## src/rtl/wingbutled_ctrl.sv

```systemverilog
// wingbutled_ctrl: button/LED wing controller with synchronised,
// debounced buttons, press/release pulses and per-LED dimming.
//
// Ports:
//   clk         system clock (only clock)
//   rst_n       synchronous active-low reset
//   io          wing header; even pins drive LEDs, odd pins are
//               tri-stated and read as buttons (io[2i]=led ch,
//               io[2i+1]=btn ch, ch = N_CH-1-i)
//   led_duty    per-channel duty, channel k at [k*PWM_BITS +: PWM_BITS]
//   buttons     debounced button levels
//   btn_press   1-cycle pulse on debounced 0->1
//   btn_release 1-cycle pulse on debounced 1->0
//
// Build option: define WINGBUTLED_PWM_EN for PWM dimming; without it
// each LED is simply on when its duty is non-zero.

module wingbutled_ctrl #(
    parameter int N_CH         = 4,
    parameter int DEBOUNCE_CYC = 32000,
    parameter int PWM_BITS     = 8
) (
    input  logic                     clk,
    input  logic                     rst_n,
    inout  wire  [2*N_CH-1:0]        io,
    input  logic [N_CH*PWM_BITS-1:0] led_duty,
    output logic [N_CH-1:0]          buttons,
    output logic [N_CH-1:0]          btn_press,
    output logic [N_CH-1:0]          btn_release
);

    localparam int cnt_w = (DEBOUNCE_CYC > 1) ? $clog2(DEBOUNCE_CYC) : 1;
    localparam logic [cnt_w-1:0] cnt_max = cnt_w'(DEBOUNCE_CYC - 1);

    logic [N_CH-1:0]  pin_raw;
    logic [N_CH-1:0]  sync1;
    logic [N_CH-1:0]  sync2;
    logic [N_CH-1:0]  stable;
    logic [cnt_w-1:0] cnt [N_CH];
    logic [N_CH-1:0]  led_q;

    // Header pin map: pairs are laid out in reverse channel order.
    for (genvar i = 0; i < N_CH; i++) begin : g_pins
        assign io[2*i]             = led_q[N_CH-1-i];
        assign io[2*i+1]           = 1'bz;
        assign pin_raw[N_CH-1-i]   = io[2*i+1];
    end

    // Two-flop synchroniser on the raw button pins.
    always_ff @(posedge clk) begin
        if (!rst_n) begin
            sync1 <= '0;
            sync2 <= '0;
        end else begin
            sync1 <= pin_raw;
            sync2 <= sync1;
        end
    end

    // Debounce: the counter runs only while the synced level differs
    // from the accepted one, so any bounce back clears it.
    always_ff @(posedge clk) begin
        if (!rst_n) begin
            stable      <= '0;
            btn_press   <= '0;
            btn_release <= '0;
            for (int c = 0; c < N_CH; c++) begin
                cnt[c] <= '0;
            end
        end else begin
            for (int c = 0; c < N_CH; c++) begin
                btn_press[c]   <= 1'b0;
                btn_release[c] <= 1'b0;
                if (sync2[c] == stable[c]) begin
                    cnt[c] <= '0;
                end else if (cnt[c] == cnt_max) begin
                    stable[c]      <= sync2[c];
                    cnt[c]         <= '0;
                    btn_press[c]   <= sync2[c];
                    btn_release[c] <= ~sync2[c];
                end else begin
                    cnt[c] <= cnt[c] + 1'b1;
                end
            end
        end
    end

    assign buttons = stable;

`ifdef WINGBUTLED_PWM_EN

    logic [PWM_BITS-1:0] pwm_cnt;
    logic [PWM_BITS-1:0] shadow [N_CH];
    logic                period_end;

    assign period_end = &pwm_cnt;

    // Duty is latched only at the last count of a period so a
    // mid-period update never produces a runt pulse.
    always_ff @(posedge clk) begin
        if (!rst_n) begin
            pwm_cnt <= '0;
            led_q   <= '0;
            for (int c = 0; c < N_CH; c++) begin
                shadow[c] <= '0;
            end
        end else begin
            pwm_cnt <= pwm_cnt + 1'b1;
            for (int c = 0; c < N_CH; c++) begin
                led_q[c] <= (pwm_cnt < shadow[c]);
                if (period_end) begin
                    shadow[c] <= led_duty[c*PWM_BITS +: PWM_BITS];
                end
            end
        end
    end

`else

    always_ff @(posedge clk) begin
        if (!rst_n) begin
            led_q <= '0;
        end else begin
            for (int c = 0; c < N_CH; c++) begin
                led_q[c] <= |led_duty[c*PWM_BITS +: PWM_BITS];
            end
        end
    end

`endif

endmodule

```

## config.mk

```make
export PLATFORM = sky130hd
export DESIGN_NAME = wingbutled_ctrl
export DESIGN_NICKNAME = d
export VERILOG_FILES = /design/src/rtl/wingbutled_ctrl.sv
export SDC_FILE = /design/constraint.sdc
export NUM_CORES = 1
export LEC_CHECK = 0
export ABC_AREA = 0
export CORE_UTILIZATION = 55
export DETAILED_ROUTE_END_ITERATION = 8
export PLACE_DENSITY_LB_ADDON = 0.2
export SYNTH_ARGS = -nofsm -noshare
export SYNTH_HDL_FRONTEND = slang
export SYNTH_SLANG_ARGS = --single-unit
```

## constraint.sdc

```tcl
create_clock -name clk -period 5 [get_ports clk]
set_input_delay 1 -clock clk [delete_from_list [all_inputs] [get_ports clk]]
set_output_delay 1 -clock clk [all_outputs]
set_load 0.02 [all_outputs]
```

==> metrics.txt, run 1 <==
reg2reg end cnt[0][13]$_SDFFCE_PN0P_; CP Data Arrival Time ~2.7 ns; ys flop type edfxtp_1; gr usage total 20.4%; CP max stage cell clkdlybuf4s50_1; startpoint types primary input; die footprint ~0.0076 mm²; register area 0.00216 mm²; total global routing overflow 0; clock transition at the registers of the reported paths 0.09 ns; worst-path cell chain clkdlybuf4s50_1 > nand2_1 > or2_1 > nor2_1; row cnt 30; residual DRC count 0; diode count 0; RSZ-0062 raised after global routing no; largest net degree at the start of global routing 20; Multi-input gate area ~0.0019 mm²; # port buffers 45; Post-synth EDFFs 60; hold path depth 1; Leak Pwr 1.80 nW; register area share after synthesis 54.0%; largest stage delay on the critical path 0.92 ns; Synth Instances between 300 and 400; Worst Path Max Fanout 19; initial antenna violation count 0; fillcell total 523; Clock Skews just over 0.008 ns; initial DRC count 89; Worst Setup Path Type in -> reg; Slew @ Worst Pin just under 0.7 ns; core area 0.00691 mm²; run status finished clean; Final period util 49.6%; Critical Path RT 5.21 ns; final net count 502; WHS Endpoint sync2[0]$_SDFF_PN0_; final hold viol count 0; synth warn 0; Post-Syn Area 0.00401 mm²; number of global-route vias before repair about 2,700; per-cell routed wire length 12.4 µm; endpoint class of the critical path register; CTS root buffer clkbuf_8; Post-CTS Setup Inserts 0; worst hold start sync1[0]$_SDFF_PN0_; HP Class reg -> reg; Synth cell types 39; PD cells 286 mW/mm²; vias per cell around 5; Area after DPL 0.00468 mm²; Clock Sinks 78; FFs w/ async S/R, synth 0%; Max Cap Viol 0; largest delay contributor family on the critical path buffers and inverters; Reg2Reg Depth 5; chip height 87.3 µm; Post-Route WL 7.01 mm; flop-to-flop setup slack ~2.9 ns; most common cell after layout, fill and taps aside nor2_1; Final Cell Area 0.00492 mm²; first-pass GRT wire length 11.8 mm; commonest non-fill, non-tap cells in the layout 66 x nor2_1, 65 x conb_1, 60 x edfxtp_1, 45 x clkdlybuf4s50_1, 31 x xor2_1; Total Negative Setup Slacks 0 ns; Synth Area per Inst 11.0 µm²; Worst slew margin between 50% and 60%; hold_buf cts 0; Seq cells post-synth 78; H-tree depth 3; Tmin final ~2.5 ns; remaining antenna violation count after routing 0; via count ~2,800; post-CTS resize count 0; share of layout cells above drive strength 1 5.97%; Synth area leaders edfxtp_1 45%, dfxtp_1 9.0%, xor2_1 6.8%, nor2_1 6.2%, xnor2_1 5.0%; DR pass1 iterations 5; worst path bufs/invs 1; Peak VDD IR 0.000135 V; worst-case clock buffer depth 2; Worst-Skew Late Latency 0.35 ns; CTS tree yes; Ports 54; top-area cell type share of the netlist area 45.0%; CTS buffer count 9; Max Fclk 403 MHz; post-detailed-placement half-perimeter wirelength a little under 5 mm; Final setup viols 0; Die Width 87.3 µm; leading area contributor after synthesis edfxtp_1; reg-to-reg startpoint cnt[0][0]$_SDFFCE_PN0P_; routability cong. 0.784; Initial Util 58.0%; max-slew violation count 0; Area Growth Syn to Fin 22.7%
[worst reg2reg max path: stages (launching register included)]
cell and delay (ns):
edfxtp_1 0.38, ha_1 0.30, nand3_1 0.18, nor4_4 0.38, or2_1 0.47, nor2_1 0.11
[layout make-up]
type / count / area share (%)
clock buffer: 10 / 2.60
multi-input combinational: 320 / 38.8
inverter: 10 / 0.764
clock inverter: 6 / 2.24
timing repair buffer: 45 / 9.16
sequential: 78 / 44.0
tap: 96 / 2.44
[how the worst max path moves through the flow]
stage	from	to	slack, ns	cells past startpoint
floorplan	rst_n	cnt[2][10]$_SDFFCE_PN0P_	2.96	6
global placement	rst_n	cnt[0][9]$_SDFFCE_PN0P_	2.18	4
detailed placement	rst_n	cnt[0][1]$_SDFFCE_PN0P_	2.10	4
CTS	rst_n	cnt[0][1]$_SDFFCE_PN0P_	2.47	4
global route	rst_n	cnt[2][2]$_SDFFCE_PN0P_	2.32	4
finish	rst_n	cnt[1][5]$_SDFFCE_PN0P_	2.52	4
[per-stage QoR]
stage | total power (W) | util (%) | hold WS [ns] | cells | worst slack, ns
2_1_floorplan | 0.000820 | - | 0.412 | 427 | 2.96
3_3_place_gp | 0.000849 | 67.7 | 0.414 | 549 | 2.18
3_5_place_dp | 0.000854 | 67.7 | 0.421 | 549 | 2.10
4_1_cts | 0.00141 | 71.2 | 0.441 | 565 | 2.47
5_1_grt | 0.00146 | 71.2 | 0.462 | 565 | 2.32
6_report | 0.00141 | 71.2 | 0.437 | 565 | 2.52
[sequential cells by signal (all words and copies together), names as in the netlist]
name and cells:
btn_release 4, sync1 1, buttons 4, sync2 1
io 4, btn_press 4, cnt 60
[cells in the mapped netlist, types with 2 or more instances]
| library cell | n |
|---|---|
| dfxtp_1 | 18 |
| nor2_1 | 66 |
| and3_1 | 9 |
| and4_1 | 4 |
| nand4_1 | 17 |
| nor2_2 | 2 |
| or4b_1 | 2 |
| xor2_1 | 31 |
| conb_1 | 2 |
| or3b_1 | 4 |
| buf_4 | 6 |
| and2_1 | 5 |
| a21boi_0 | 4 |
| nor2b_1 | 2 |
| nor4_1 | 14 |
| buf_6 | 5 |
| nor3b_1 | 3 |
| nand3_1 | 22 |
| ha_1 | 4 |
| nand4_4 | 2 |
| or2_1 | 3 |
| nand2_1 | 16 |
| xnor2_1 | 23 |
| nor4_4 | 4 |
| nor3_1 | 5 |
| edfxtp_1 | 60 |
| inv_1 | 10 |
| clkbuf_1 | 6 |
| o21ai_0 | 4 |
| buf_2 | 2 |
[layer usage]
layer	wire (µm)	GRT usage, %	vias to the layer above
met3	228	3.60	13
met4	138	9.99	0
met2	3540	36.0	69
met1	3100	24.0	1304
li1	-	-	1420
met5	0	0	-
[logic make-up (layout without fill, tap and decap cells)]
| group | Yosys count | count (layout) | synth area share, % |
|---|---|---|---|
| AO/OA/AOI/OAI | 11 | 11 | 1.81 |
| XOR/XNOR | 54 | 54 | 11.8 |
| adder cells (fa/ha/maj) | 4 | 4 | 1.25 |
| buffers and inverters | 29 | 71 | 4.28 |
| flip-flops | 78 | 78 | 54.0 |
| multiplexers | 1 | 1 | 0.250 |
| other | 2 | 65 | 0.188 |
| AND/OR/NAND/NOR | 185 | 185 | 26.4 |
[power by group]
part	internal (W)	switching, W
logic	0.0000446	0.0000422
clock network	0.000331	0.000236
registers	0.000724	0.0000306
total	0.00110	0.000308
(Power assumes the default switching activity.)
==> run 2, diff against run 1 <==
--- a/config.mk
+++ b/config.mk
@@ -6,7 +6,7 @@
 export NUM_CORES = 1
 export LEC_CHECK = 0
 export ABC_AREA = 0
-export CORE_UTILIZATION = 55
+export CORE_UTILIZATION = 50
 export DETAILED_ROUTE_END_ITERATION = 8
 export PLACE_DENSITY_LB_ADDON = 0.2
 export SYNTH_ARGS = -nofsm -noshare
==> constraint.sdc (replaced) <==
create_clock -name clk -period 2.1 [get_ports clk]
set_input_delay 0.42 -clock clk [delete_from_list [all_inputs] [get_ports clk]]
set_output_delay 0.42 -clock clk [all_outputs]
set_load 0.02 [all_outputs]
==> run 2 against run 1 <==
Clock-buffer cell count up 1. Clock skew up 0.0023 ns. Die area up 9.8%. Power up 120%. Global-route usage down 1.8 points. Core utilization down 7.1 points.
==> metrics.txt, run 2 (synthesis results as in run 1) <==
Area Growth Syn to Fin 23.6%; Max Cap Viol 0 (unchanged); endpoint class of the critical path register; Clock Skews 0.0106 ns (+0.00226 ns); residual DRC count 0 (unchanged); remaining antenna violation count after routing 0 (unchanged); Leak Pwr 1.83 nW (+1.9%); Multi-input gate area 0.00191 mm² (unchanged); Max Fclk 519 MHz; number of flip-flops in the largest register 60 (unchanged); Critical Path RT 2.20 ns (-3.01 ns); Initial Util 51.8% (-6.2 points); share of layout cells above drive strength 1 7.74% (+1.8 points); Worst Path Max Fanout 8 (-11); CTS tree yes; post-detailed-placement half-perimeter wirelength 5.21 mm (+5.3%); gr usage total 18.6% (-1.8 points); vias per cell 4.84 (-2.6%); Post-Route WL 6.98 mm (-0.43%); Tmin final 1.93 ns; max-slew violation count 0 (unchanged); initial DRC count 89 (unchanged); diode count 0 (unchanged); total global routing overflow 0 (unchanged); routability cong. 0.766 (-2.4%); Clock Sinks 78 (unchanged); Final period util 91.8%; CTS buffer count 9 (unchanged); Worst Setup Path Type reg -> reg; initial antenna violation count 0 (unchanged); Final setup viols 0 (unchanged); per-cell routed wire length 12.0 µm (-3.0%); hold_ws 0.446 ns (+0.00909 ns); PD cells 614 mW/mm² (+110%); Worst-Skew Late Latency 0.35 ns (about the same); CP Data Arrival Time 2.03 ns (-0.66 ns); die footprint 0.00837 mm² (+9.8%); core area 0.00773 mm² (+12%); HP Class reg -> reg; post-CTS resize count 0 (unchanged); most common cell after layout, fill and taps aside nor2_1; Die Width 91.5 µm (+4.8%); fillcell total 631 (+21%); hold_buf cts 0 (unchanged); Reg with most FFs cnt; worst-case clock buffer depth 2 (unchanged); Ports 54 (unchanged); Post-CTS Setup Inserts 0 (unchanged); first-pass GRT wire length 12.1 mm (+2.5%); largest net degree at the start of global routing 20 (unchanged); clock transition at the registers of the reported paths 0.08 ns (about the same); via count 2,806 (unchanged); final hold viol count 0 (unchanged); CTS root buffer clkbuf_8; Placed Cells 564 (+2.7%); # port buffers 45 (unchanged); number of global-route vias before repair 2,715 (+0.22%); startpoint types register; Peak VDD IR 0.000482 V (+260%); Final Non-Filler Cells 580 (+2.7%); run status finished clean; row cnt 32 (+6.7%); register area 0.00216 mm² (unchanged); RSZ-0062 raised after global routing no; chip height 91.5 µm (+4.8%); DR pass1 iterations 6 (+1); commonest non-fill, non-tap cells in the layout 66 x nor2_1, 65 x conb_1, 60 x edfxtp_1, 45 x clkdlybuf4s50_1, 31 x xor2_1; final net count 511 (+1.8%); Total Negative Setup Slacks 0 ns (unchanged); H-tree depth 3 (unchanged)
-- run 2: cell count changes in the layout (fill, tap and decap cells not counted) --
cell / before / now
buf_4: 0 / 7
bufinv_16: 3 / 0
buf_12: 0 / 2
clkinvlp_4: 2 / 0
inv_4: 0 / 2
clkbuf_8: 9 / 10
clkinv_2: 1 / 2
inv_6: 0 / 1
-- run 2: path summary, 6_finish.rpt --
kind,start,endpoint,slack (ns),cells after the start
hold / removal,sync1[0]$_SDFF_PN0_,sync2[0]$_SDFF_PN0_,0.45,1
hold reg to reg,sync1[0]$_SDFF_PN0_,sync2[0]$_SDFF_PN0_,0.45,1
setup reg to reg,cnt[3][0]$_SDFFCE_PN0P_,cnt[3][13]$_SDFFCE_PN0P_,0.17,5
setup / recovery,cnt[3][0]$_SDFFCE_PN0P_,cnt[3][13]$_SDFFCE_PN0P_,0.17,5
-- run 2: through the flow --
stage	utilization (%)	setup slack, ns	instance area, µm²	total power [W]
after CTS	64.1	0.158	4950	0.00306
after global placement	61.8	0.242	4780	0.00204
after detailed placement	61.8	0.166	4780	0.00205
after global routing	64.1	0.0454	4950	0.00315
final	64.1	0.173	4950	0.00304
after floorplan	-	0.342	4240	0.00195
-- run 2: report_power, final --
group	switching [W]	internal (W)
registers	0.0000683	0.00172
clock network	0.000563	0.000464
logic	0.000104	0.000118
total	0.000736	0.00230
-- run 2: critical path, cell delays in order, from the launching register on --
cell      delay [ns]
edfxtp_1        0.39
ha_1            0.28
nand4_4         0.19
nor4_4          0.34
nand3b_2        0.29
o21ba_2         0.20
-- run 2: cell type report --
type / instances / share of cell area, %
sequential: 78 / 43.7
tap: 102 / 2.58
inverter: 10 / 0.758
timing repair buffer: 54 / 11.0
multi-input combinational: 320 / 38.5
clock inverter: 5 / 0.632
clock buffer: 11 / 2.86
-- run 2: routing by layer --
layer	GRT usage (%)	vias to the layer above	wire length [µm]
li1	-	1442	-
met1	23.7	1318	3320
met2	30.1	31	3290
met3	3.02	15	174
met4	10.3	0	193
met5	0	-	0
==> run 3, diff against run 2 <==
--- a/config.mk
+++ b/config.mk
@@ -9,6 +9,7 @@
 export CORE_UTILIZATION = 50
 export DETAILED_ROUTE_END_ITERATION = 8
 export PLACE_DENSITY_LB_ADDON = 0.2
+export SLEW_MARGIN = 20
 export SYNTH_ARGS = -nofsm -noshare
 export SYNTH_HDL_FRONTEND = slang
 export SYNTH_SLANG_ARGS = --single-unit
==> results of run 3 <==
Final layout, timing and power as in run 2 (identical DEF).
